--- config.mk ---
export PLATFORM = sky130hd
export DESIGN_NAME = reg_file_dumper_flat
export DESIGN_NICKNAME = d
export VERILOG_FILES = /design/src/rtl/reg_file_dumper_if.sv /design/src/rtl/reg_file_dumper.sv /design/src/flat_wrapper.sv
export SDC_FILE = /design/constraint.sdc
export NUM_CORES = 1
export LEC_CHECK = 0
export ABC_CLOCK_PERIOD_IN_PS = 1900
export BUFFER_PORTS_ARGS = -buffer_cell sky130_fd_sc_hd__buf_2
export CAP_MARGIN = 20
export CORE_ASPECT_RATIO = 1.1
export CORE_MARGIN = 4
export CORE_UTILIZATION = 48
export CTS_CLUSTER_DIAMETER = 60
export DETAILED_ROUTE_END_ITERATION = 10
export GPL_TIMING_DRIVEN = 0
export PLACE_DENSITY_LB_ADDON = 0.15
export SLEW_MARGIN = 20
export SYNTH_ARGS = -nofsm -noshare
export SYNTH_HDL_FRONTEND = slang
export SYNTH_SLANG_ARGS = --single-unit
--- constraint.sdc ---
create_clock -name i_clk -period 1.9 [get_ports i_clk]
set_input_delay 0.38 -clock i_clk [delete_from_list [all_inputs] [get_ports i_clk]]
set_output_delay 0.38 -clock i_clk [all_outputs]
set_load 0.05 [all_outputs]
--- src/rtl/reg_file_dumper_if.sv ---
// Interface bundle for reg_file_dumper.
// It carries the start request, the register-file read port, the output
// valid/ready stream and the status flags. Signal prefixes are named from the
// dumper's point of view: i_ is an input to the dumper and o_ is an output.
interface reg_file_dumper_if #(
  parameter int W = 8,
  parameter int A = 4
);
  logic         i_start;
  logic [A-1:0] i_start_addr;
  logic [A-1:0] i_end_addr;
  logic [A-1:0] o_raddr;
  logic [W-1:0] i_rdata;
  logic         o_valid;
  logic         i_ready;
  logic [W-1:0] o_data;
  logic [A-1:0] o_addr;
  logic         o_busy;
  logic         o_done;

  // Modport for the dumper itself.
  modport slave (
    input  i_start, i_start_addr, i_end_addr, i_rdata, i_ready,
    output o_raddr, o_valid, o_data, o_addr, o_busy, o_done
  );

  // Modport for the harness or debug logic that drives the dumper.
  modport master (
    output i_start, i_start_addr, i_end_addr, i_rdata, i_ready,
    input  o_raddr, o_valid, o_data, o_addr, o_busy, o_done
  );
endinterface

--- src/rtl/reg_file_dumper.sv ---
// reg_file_dumper: walks an inclusive, wrapping address range through a single
// register-file read port. Each word is streamed out on a valid/ready port and
// tagged with the address it was read from.
// Optional feature macro: REG_DUMP_SKIP_ZERO_EN. When it is defined,
// zero-valued registers are skipped and are not emitted.
module reg_file_dumper #(
  parameter int W = 8,
  parameter int A = 4
) (
  input  logic               i_clk,
  input  logic               i_rst_n,
  reg_file_dumper_if.slave   bus
);

  localparam logic [1:0] ST_IDLE  = 2'd0;
  localparam logic [1:0] ST_FETCH = 2'd1;
  localparam logic [1:0] ST_SEND  = 2'd2;
  localparam logic [1:0] ST_DONE  = 2'd3;

  logic [1:0]   r_state;
  logic [A-1:0] r_ptr;
  logic [A-1:0] r_end;
  logic         r_valid;
  logic [W-1:0] r_data;
  logic [A-1:0] r_addr;
  logic         r_busy;
  logic         r_done;

  logic [1:0]   w_state_nxt;
  logic [A-1:0] w_ptr_nxt;
  logic [A-1:0] w_end_nxt;
  logic         w_valid_nxt;
  logic [W-1:0] w_data_nxt;
  logic [A-1:0] w_addr_nxt;

  // Next-state and datapath decode. Everything holds unless the state acts on it.
  always_comb begin
    w_state_nxt = r_state;
    w_ptr_nxt   = r_ptr;
    w_end_nxt   = r_end;
    w_valid_nxt = r_valid;
    w_data_nxt  = r_data;
    w_addr_nxt  = r_addr;
    case (r_state)
      ST_IDLE: begin
        if (bus.i_start) begin
          w_ptr_nxt   = bus.i_start_addr;
          w_end_nxt   = bus.i_end_addr;
          w_state_nxt = ST_FETCH;
        end else begin
          w_state_nxt = ST_IDLE;
        end
      end
      ST_FETCH: begin
`ifdef REG_DUMP_SKIP_ZERO_EN
        if (bus.i_rdata == {W{1'b0}}) begin
          // Skip this register: one cycle per skipped address.
          w_valid_nxt = 1'b0;
          if (r_ptr == r_end) begin
            w_state_nxt = ST_DONE;
          end else begin
            w_ptr_nxt   = r_ptr + A'(1);
            w_state_nxt = ST_FETCH;
          end
        end else begin
          w_data_nxt  = bus.i_rdata;
          w_addr_nxt  = r_ptr;
          w_valid_nxt = 1'b1;
          w_state_nxt = ST_SEND;
        end
`else
        w_data_nxt  = bus.i_rdata;
        w_addr_nxt  = r_ptr;
        w_valid_nxt = 1'b1;
        w_state_nxt = ST_SEND;
`endif
      end
      ST_SEND: begin
        if (r_valid && bus.i_ready) begin
          w_valid_nxt = 1'b0;
          if (r_ptr == r_end) begin
            w_state_nxt = ST_DONE;
          end else begin
            w_ptr_nxt   = r_ptr + A'(1);
            w_state_nxt = ST_FETCH;
          end
        end else begin
          w_state_nxt = ST_SEND;
        end
      end
      ST_DONE: begin
        w_state_nxt = ST_IDLE;
      end
      default: begin
        w_state_nxt = ST_IDLE;
        w_valid_nxt = 1'b0;
      end
    endcase
  end

  // State and output registers. Busy and Done are registered from the next state,
  // so they line up with the state that they describe.
  always_ff @(posedge i_clk or negedge i_rst_n) begin
    if (!i_rst_n) begin
      r_state <= ST_IDLE;
      r_ptr   <= {A{1'b0}};
      r_end   <= {A{1'b0}};
      r_valid <= 1'b0;
      r_data  <= {W{1'b0}};
      r_addr  <= {A{1'b0}};
      r_busy  <= 1'b0;
      r_done  <= 1'b0;
    end else begin
      r_state <= w_state_nxt;
      r_ptr   <= w_ptr_nxt;
      r_end   <= w_end_nxt;
      r_valid <= w_valid_nxt;
      r_data  <= w_data_nxt;
      r_addr  <= w_addr_nxt;
      r_busy  <= (w_state_nxt == ST_FETCH) || (w_state_nxt == ST_SEND);
      r_done  <= (w_state_nxt == ST_DONE);
    end
  end

  assign bus.o_raddr = r_ptr;
  assign bus.o_valid = r_valid;
  assign bus.o_data  = r_data;
  assign bus.o_addr  = r_addr;
  assign bus.o_busy  = r_busy;
  assign bus.o_done  = r_done;

endmodule

--- src/flat_wrapper.sv ---
// flat-port wrapper written by rule: the top's interface ports become plain ports
module reg_file_dumper_flat 
#(
  parameter int W = 8,
  parameter int A = 4
)
  (i_clk, i_rst_n, bus_i_start, bus_i_start_addr, bus_i_end_addr, bus_i_rdata, bus_i_ready, bus_o_raddr, bus_o_valid, bus_o_data, bus_o_addr, bus_o_busy, bus_o_done);
  reg_file_dumper_if #(.W(W), .A(A)) bus_i ();
  input  logic i_clk;
  input  logic i_rst_n;
  input wire logic [$bits(bus_i.i_start)-1:0] bus_i_start;
  input wire logic [$bits(bus_i.i_start_addr)-1:0] bus_i_start_addr;
  input wire logic [$bits(bus_i.i_end_addr)-1:0] bus_i_end_addr;
  input wire logic [$bits(bus_i.i_rdata)-1:0] bus_i_rdata;
  input wire logic [$bits(bus_i.i_ready)-1:0] bus_i_ready;
  output wire logic [$bits(bus_i.o_raddr)-1:0] bus_o_raddr;
  output wire logic [$bits(bus_i.o_valid)-1:0] bus_o_valid;
  output wire logic [$bits(bus_i.o_data)-1:0] bus_o_data;
  output wire logic [$bits(bus_i.o_addr)-1:0] bus_o_addr;
  output wire logic [$bits(bus_i.o_busy)-1:0] bus_o_busy;
  output wire logic [$bits(bus_i.o_done)-1:0] bus_o_done;
  assign bus_i.i_start = bus_i_start;
  assign bus_i.i_start_addr = bus_i_start_addr;
  assign bus_i.i_end_addr = bus_i_end_addr;
  assign bus_i.i_rdata = bus_i_rdata;
  assign bus_i.i_ready = bus_i_ready;
  assign bus_o_raddr = bus_i.o_raddr;
  assign bus_o_valid = bus_i.o_valid;
  assign bus_o_data = bus_i.o_data;
  assign bus_o_addr = bus_i.o_addr;
  assign bus_o_busy = bus_i.o_busy;
  assign bus_o_done = bus_i.o_done;
  reg_file_dumper #(.W(W), .A(A)) u_core (.i_clk(i_clk), .i_rst_n(i_rst_n), .bus(bus_i));
endmodule
==> results of run 1 <==
routing by layer:
| layer | global-route usage, % | up-vias | wire [um] |
|---|---|---|---|
| met5 | 0 | - | 0 |
| met4 | 6.41 | 0 | 13 |
| li1 | - | 405 | - |
| met1 | 18.2 | 420 | 809 |
| met3 | 3.02 | 2 | 158 |
| met2 | 25.3 | 24 | 1110 |
worst max-delay path, stage by stage, from the launching register on:
cell	delay (ns)
dfrtp_1	0.48
xor2_1	0.20
nor4_4	0.43
a21o_4	0.21
mux2_4	0.29
through the flow:
stage          hold slack, ns  std cells  setup slack (ns)  utilization (%)  instance area [um2]
6_report               0.0277        164             0.178             61.7                 1390
5_1_grt                0.0516        164             0.106             61.7                 1390
4_1_cts                0.0428        164             0.192             61.7                 1390
3_5_place_dp            0.393        160             0.212             60.6                 1360
3_3_place_gp            0.393        160             0.242             60.6                 1360
2_1_floorplan          0.0844         92            0.0631                -                 1140
cell families after synthesis:
logic type | share of synthesized area [%]
AND/OR/NAND/NOR | 14.0
flip-flops | 55.1
multiplexers | 13.2
AO/OA/AOI/OAI | 10.4
buffers and inverters | 2.09
XOR/XNOR | 3.08
adder cells (fa/ha/maj) | 2.20
registers in the layout, indices dropped and copies added, names as in the netlist:
name                cells
u_core.bus.o_data       8
u_core.r_end            4
u_core.bus.o_raddr      4
u_core.bus.o_busy       1
u_core.bus.o_done       1
u_core.bus.o_addr       4
u_core.r_state          2
u_core.bus.o_valid      1
final cells by class:
type | instances | area (um2)
clock buffer | 4 | 26.3
fill | 188 | 862
tap | 30 | 37.5
sequential | 25 | 626
timing repair buffer | 38 | 190
inverter | 3 | 11.3
buffer | 2 | 12.5
multi-input combinational | 62 | 487
Yosys cell counts, types with 2 or more instances:
library cell  count  area [um2]
nor2b_1           2        12.5
o22a_2            2        20.0
inv_1             3        11.3
nand3_1           2        10.0
mux2_2           12         135
dfrtp_1          25         626
nand2_1          18        67.6
nor2_1            3        11.3
o21ai_0           3        15.0
nor3_1            2        10.0
ha_1              2        25.0
xor2_1            4        35.0
worst max path at each step:
stage / endpoint / slack (ns) / cells after the start
detailed placement: u_core.bus.o_busy$_DFF_PN0_ / 0.21 / 5
global placement: u_core.bus.o_busy$_DFF_PN0_ / 0.24 / 5
global route: u_core.bus.o_busy$_DFF_PN0_ / 0.11 / 4
floorplan: u_core.bus.o_raddr[1]$_DFFE_PN0P_ / 0.06 / 4
finish: u_core.bus.o_raddr[1]$_DFFE_PN0P_ / 0.18 / 4
CTS: u_core.bus.o_busy$_DFF_PN0_ / 0.19 / 5
==> run_results.csv, run 1 <==
group,metric,value,unit
outcome,status,"finished clean",
clock_tree,cts_root_buffer,"clkbuf_4",
synthesis,synthArstFlopShare,100,%
synthesis,ys_warn_count,0,
global_route,grt_max_degree,26,
clock_tree,clock_path_buffers,2,
worst_setup_path,cp-startpoint,"u_core.bus.o_raddr[2]$_DFFE_PN0P_",
worst_setup_path,worstSetupEndpointType,"flop",
clock_tree,numCtsBuffers,3,
worst_setup_path,timing.rr.start,"u_core.bus.o_raddr[2]$_DFFE_PN0P_",
detailed_routing,drtIter0Drc,7,
timing,setup_tns,0,ns
floorplan,die_width,54.4,um
timing,fin_crit_sh,90.6,%
floorplan,die_area,3210,um2
clock_tree,clk_pin_slew,0.13,ns
flow_run,drv_cap,0,
clock_tree,ctsHoldBuffers,0,
global_route,grt_usage,15.0,%
timing,slew_viol_final,0,
worst_setup_path,critPathRequiredTime,2.10,ns
clock_tree,cts_sinks,25,
layout,final_common_cell,"buf_2",
layout,diodes,0,
synthesis,synth_nets,114,
worst_setup_path,start_kind,"flop",
clock_tree,post-cts-setup-buffers,0,
synthesis,synth_cell_type_count,26,
timing,min_period,1.72,ns
detailed_routing,firstDrtPassIters,4,
timing,hold_violations,0,
worst_setup_path,crit_fanout,7,
synthesis,synthCells,92,
floorplan,core,2250,um2
global_route,first_global_vias,850,
worst_setup_path,reg2regPathDepth,4,
layout,most-common-layout-cells,"39 x buf_2, 25 x dfrtp_1, 18 x nand2_1, 12 x mux2_2, 4 x xor2_1",
worst_setup_path,reg2reg_slack,0.18,ns
synthesis,yosysSeqAreaShare,55.1,%
global_route,antenna_found_initial,0,
timing,grt_setup_unrepaired,"false",
clock_tree,cts_tree,"built",
detailed_routing,drcViolationCount,0,
detailed_routing,avgRoutedWirePerCell,12.7,um
clock_tree,postCtsResizedCells,0,
synthesis,synth-edff-count,0,
placement,dpl.hpwl,1.66,mm
clock_tree,h-tree-depth,1,
synthesis,ys.flop_type,"dfrtp_1",
layout,nets,157,
timing,maxSlewHeadroom,64.5,%
worst_setup_path,crit_arrival,1.92,ns
worst_setup_path,path_class,"reg2reg",
detailed_routing,avgViaCountPerCell,5.19,
global_route,grt_pass1_wl,3.54,mm
timing,setup_viol,0,
worst_setup_path,reg2reg_to,"u_core.bus.o_raddr[1]$_DFFE_PN0P_",
synthesis,synthesis.area,1140,um2
detailed_routing,antenna_left,0,
global_route,grt_overflow,0,
clock_tree,clock_latency,0.31,ns
synthesis,ys_ff_latch,25,
timing,skew,0.00818,ns
layout,layout-drive-gt1-share,47.0,%
placement,io_buffer_count,38,
placement,gp_congestion,0.931,
floorplan,io_pins,39,
min_path,hp-class,"in2async",
floorplan,start_util,50.4,%
floorplan,rows,18,
detailed_routing,vias,851,
floorplan,dieHeight,59.0,um
timing,timing.fmax,0.581,GHz
detailed_routing,routed_wl,2.09,mm
timing,worst_pin_slew,0.533,ns
synthesis,avgSynthCellArea,12.3,um2
layout,area_growth,22.4,%
Power of run 1 is not shown: default switching activity piles up to over one toggle a cycle in this logic, so the estimate is an artifact.
==> run 2: changes to the inputs <==
CORE_ASPECT_RATIO = not set   (was 1.1)
==> run 2 against run 1 <==
- via count fell by 2.8%
- critical path depth unchanged
- cell count decreased by 1.2%
- flip-flop and latch count stayed put
- non-clock buffer count is the same
==> run_results.csv, run 2 (synthesized netlist as in run 1, its figures left out) <==
group,metric,value,unit
clock_tree,ctsHoldBuffers,0,
floorplan,start_util,50.9,%
worst_setup_path,crit_arrival,1.88,ns
clock_tree,postCtsResizedCells,0,
layout,final_common_cell,"buf_2",
detailed_routing,drtIter0Drc,6,
timing,skew,0.00201,ns
clock_tree,clock_latency,0.31,ns
global_route,antenna_found_initial,0,
layout,largest_register_ffs,8,
worst_setup_path,reg2reg_slack,0.24,ns
clock_tree,cts_tree,"built",
timing,min_period,1.66,ns
clock_tree,cts_root_buffer,"clkbuf_4",
placement,gp_congestion,0.812,
layout,diodes,0,
detailed_routing,vias,827,
layout,most-common-layout-cells,"39 x buf_2, 25 x dfrtp_1, 18 x nand2_1, 12 x mux2_2, 4 x xor2_1",
placement,io_buffer_count,38,
detailed_routing,antenna_left,0,
clock_tree,numCtsBuffers,3,
detailed_routing,drcViolationCount,0,
timing,grt_setup_unrepaired,"false",
global_route,grt_pass1_wl,3.57,mm
worst_setup_path,reg2reg_to,"u_core.bus.o_raddr[1]$_DFFE_PN0P_",
flow_run,drv_cap,0,
worst_setup_path,cp-startpoint,"u_core.bus.o_raddr[0]$_DFFE_PN0P_",
timing,maxSlewHeadroom,64.2,%
worst_setup_path,endpoint,"u_core.bus.o_raddr[1]$_DFFE_PN0P_",
worst_setup_path,critPathRequiredTime,2.12,ns
worst_setup_path,worstSetupEndpointType,"flop",
floorplan,io_pins,39,
detailed_routing,routed_wl,2.17,mm
worst_setup_path,timing.rr.start,"u_core.bus.o_raddr[0]$_DFFE_PN0P_",
worst_setup_path,max_stage_delay,0.49,ns
timing,hold_violations,0,
global_route,first_global_vias,832,
worst_setup_path,path_class,"reg2reg",
timing,setup_viol,0,
timing,slew_viol_final,0,
global_route,grt_overflow,0,
worst_setup_path,reg2regPathDepth,4,
worst_setup_path,crit_chain,"xor2_1 > nor4_4 > a21o_4 > mux2_4",
outcome,status,"finished clean",
floorplan,die_width,56.7,um
detailed_routing,avgViaCountPerCell,5.10,
timing,timing.fmax,0.602,GHz
clock_tree,h-tree-depth,1,
worst_setup_path,critPathSlowestCell,"dfrtp_1",
timing,setup_tns,0,ns
min_path,hp-class,"in2async",
global_route,grt_usage,13.9,%
layout,layout-drive-gt1-share,47.8,%
detailed_routing,firstDrtPassIters,4,
detailed_routing,avgRoutedWirePerCell,13.4,um
clock_tree,post-cts-setup-buffers,0,
timing,worst_pin_slew,0.537,ns
placement,dpl.hpwl,1.70,mm
global_route,grt_max_degree,26,
clock_tree,clk_pin_slew,0.14,ns
floorplan,rows,17,
floorplan,die_area,3210,um2
clock_tree,cts_sinks,25,
floorplan,dieHeight,56.7,um
worst_setup_path,start_kind,"flop",
worst_setup_path,crit_fanout,7,
layout,nets,157,
timing,fin_crit_sh,87.5,%
floorplan,core,2230,um2
clock_tree,clock_path_buffers,2,
layout,area_growth,22.5,%
[run 2: worst min path at each step]
stage	endpoint	slack, ns	cells past startpoint
2_1_floorplan	u_core.bus.o_addr[0]$_DFFE_PN0P_	0.08	0
3_3_place_gp	u_core.r_end[1]$_DFFE_PN0P_	0.39	1
3_5_place_dp	u_core.r_end[1]$_DFFE_PN0P_	0.40	1
4_1_cts	u_core.r_end[1]$_DFFE_PN0P_	0.03	1
5_1_grt	u_core.r_end[1]$_DFFE_PN0P_	0.05	1
6_report	u_core.r_end[1]$_DFFE_PN0P_	0.02	1
[run 2: routing by layer]
layer	wire, um	vias to the layer above	global-route usage (%)	part of all wire, %
met3	123	2	3.22	5.7
met4	15	0	4.07	0.69
met2	1080	16	23.8	50
li1	-	400	-	-
met1	948	409	17.5	44
met5	0	-	0	0
[run 2: through the flow]
stage / instances / setup WS [ns] / instance area [um2] / utilization (%) / hold WS [ns]
after floorplan: 92 / 0.0631 / 1140 / - / 0.0844
after global placement: 158 / 0.257 / 1360 / 61.0 / 0.392
after detailed placement: 158 / 0.253 / 1360 / 61.0 / 0.397
after CTS: 162 / 0.216 / 1390 / 62.3 / 0.0327
after global routing: 162 / 0.127 / 1390 / 62.3 / 0.0516
final: 162 / 0.238 / 1390 / 62.3 / 0.0238
[run 2: cell type report]
type                            instances  area (um2)
Fill cell                             193         842
Sequential cell                        25         626
Multi-Input combinational cell         62         487
Timing Repair Buffer                   38         190
Tap cell                               28        35.0
Clock buffer                            3        22.5
Buffer                                  2        12.5
Inverter                                3        11.3
Clock inverter                          1        7.51
[run 2: critical path, delay by kind of cell (launching register included)]
kind | cells | cell delay, ns
xor+xnor | 1 | 0.22
flops | 1 | 0.49
compound gates | 1 | 0.21
mux | 1 | 0.29
simple gates | 1 | 0.35
Power of run 2 is left out for the same reason.
==> run 3: changes to the inputs <==
BUFFER_PORTS_ARGS = -buffer_cell sky130_fd_sc_hd__buf_4   (was -buffer_cell sky130_fd_sc_hd__buf_2)
RECOVER_POWER = 25   (was not set)
REMOVE_ABC_BUFFERS = 1   (was not set)
==> run 3 against run 2 <==
- critical path depth increased by 1
- register-to-register slack got worse by 0.08 ns
- non-clock buffer count decreased by 1
- sequential share of layout area decreased by 2.8 points
- die area unchanged
- largest cell class unchanged
- first-iteration DRC count increased to 3.7 times the previous value
- global-route usage increased by 1.6 points
==> run_results.csv, run 3 (synthesized netlist as in run 1, its figures left out) <==
group,metric,value,unit
detailed_routing,avgRoutedWirePerCell,13.9,um
clock_tree,numCtsBuffers,3,
global_route,grt_usage,15.5,%
min_path,hp-class,"in2reg",
placement,dpl.hpwl,1.65,mm
layout,most-common-layout-cells,"37 x buf_4, 25 x dfrtp_1, 18 x nand2_1, 12 x mux2_2, 4 x xor2_1",
clock_tree,clk_pin_slew,0.14,ns
layout,largest_register_ffs,8,
timing,timing.fmax,0.575,GHz
floorplan,core,2230,um2
floorplan,rows,17,
clock_tree,clock_path_buffers,2,
layout,layout-drive-gt1-share,48.1,%
worst_setup_path,path_class,"reg2reg",
clock_tree,post-cts-setup-buffers,0,
worst_setup_path,crit_arrival,1.95,ns
placement,io_buffer_count,38,
worst_setup_path,crit_fanout,5,
placement,dp_slack,-0.0385,ns
global_route,grt_overflow,0,
detailed_routing,vias,819,
timing,grt_setup_unrepaired,"false",
outcome,status,"finished clean",
layout,stdcell_count,161,
layout,nets,156,
detailed_routing,antenna_left,0,
worst_setup_path,critPathSlowestCell,"dfrtp_1",
worst_setup_path,critPathRequiredTime,2.11,ns
flow_run,drv_cap,0,
timing,setup_slack,0.160,ns
timing,holdWs,0.247,ns
worst_setup_path,crit_chain,"xor2_1 > nor4_4 > o21ai_0 > nand2b_1 > ha_1",
detailed_routing,routed_wl,2.24,mm
global_route,antenna_found_initial,0,
detailed_routing,avgViaCountPerCell,5.09,
timing,slew_viol_final,0,
placement,gp_congestion,0.825,
floorplan,die_width,56.7,um
timing,setup_viol,0,
clock_tree,cts_root_buffer,"clkbuf_4",
global_route,first_global_vias,870,
worst_setup_path,worstSetupEndpointType,"flop",
global_route,grt_max_degree,26,
worst_setup_path,start_kind,"flop",
detailed_routing,drcViolationCount,0,
clock_tree,clock_latency,0.32,ns
clock_tree,cts_tree,"built",
timing,hold_violations,0,
timing,maxSlewHeadroom,59.8,%
worst_setup_path,crit_family,"simple AND/OR/NAND/NOR gates",
timing,fin_crit_sh,91.6,%
detailed_routing,drtIter0Drc,22,
floorplan,dieHeight,56.7,um
timing,worst_pin_slew,0.601,ns
placement,dpl.cell_count,156,
timing,skew,0.00695,ns
worst_setup_path,path_buf_inv,0,
floorplan,start_util,50.9,%
layout,final_common_cell,"buf_4",
floorplan,io_pins,39,
layout,diodes,0,
layout,fill_cells,183,
layout,area_growth,30.6,%
detailed_routing,firstDrtPassIters,3,
clock_tree,h-tree-depth,1,
global_route,grt_pass1_wl,3.90,mm
clock_tree,cts_sinks,25,
worst_setup_path,max_stage_delay,0.47,ns
timing,min_period,1.74,ns
floorplan,die_area,3210,um2
-- run 3: worst paths after layout --
check / startpoint / to / slack [ns] / depth (start not counted)
worst max register to register: u_core.bus.o_raddr[3]$_DFFE_PN0P_ / u_core.bus.o_busy$_DFF_PN0_ / 0.16 / 5
worst max-delay path: u_core.bus.o_raddr[3]$_DFFE_PN0P_ / u_core.bus.o_busy$_DFF_PN0_ / 0.16 / 5
max in group asynchronous: i_rst_n / u_core.bus.o_busy$_DFF_PN0_ / 0.92 / 2
min in group asynchronous: i_rst_n / u_core.bus.o_addr[0]$_DFFE_PN0P_ / 0.58 / 2
worst min-delay path: bus_i_end_addr[0] / u_core.r_end[0]$_DFFE_PN0P_ / 0.25 / 3
worst min register to register: u_core.r_end[2]$_DFFE_PN0P_ / u_core.r_end[2]$_DFFE_PN0P_ / 0.52 / 2
-- run 3: tightest hold or removal path, delay by kind of cell --
| family | cells | cell delay, ns |
|---|---|---|
| AND/OR/NAND/NOR | 2 | 0.07 |
| buffers and inverters | 1 | 0.07 |
-- run 3: area by class of cell --
cell class	count	area [um2]	share of cell area [%]
Sequential cell	25	626	42.2
Clock buffer	3	22.5	1.52
Tap cell	28	35.0	2.36
Inverter	3	11.3	0.759
Multi-Input combinational cell	62	492	33.1
Clock inverter	1	5.00	0.337
Timing Repair Buffer	39	293	19.7
-- run 3: layer usage --
| metal | track usage, % | routed length (um) | vias up |
|---|---|---|---|
| met4 | 6.10 | 30 | 0 |
| met3 | 3.45 | 111 | 4 |
| li1 | - | - | 401 |
| met2 | 27.2 | 1190 | 18 |
| met5 | 0 | 0 | - |
| met1 | 18.1 | 910 | 396 |
-- run 3: through the flow --
stage          instance area (um2)  util [%]  setup TNS (ns)
5_1_grt                       1480      66.4               0
3_5_place_dp                  1440      64.6         -0.0385
4_1_cts                       1480      66.4               0
3_3_place_gp                  1440      64.6               0
6_report                      1480      66.4               0
2_1_floorplan                 1120         -               0
-- run 3: what timing repair did --
| item | 4_1_cts | 5_1_grt |
|---|---|---|
| hold endpoints to repair | 25 | 0 |
| resized for setup | 1 | 1 |
| setup endpoints to repair | 13 | 3 |
| hold buffers | 1 | 0 |
| cloned | 0 | 0 |
Power of run 3 is left out for the same reason.
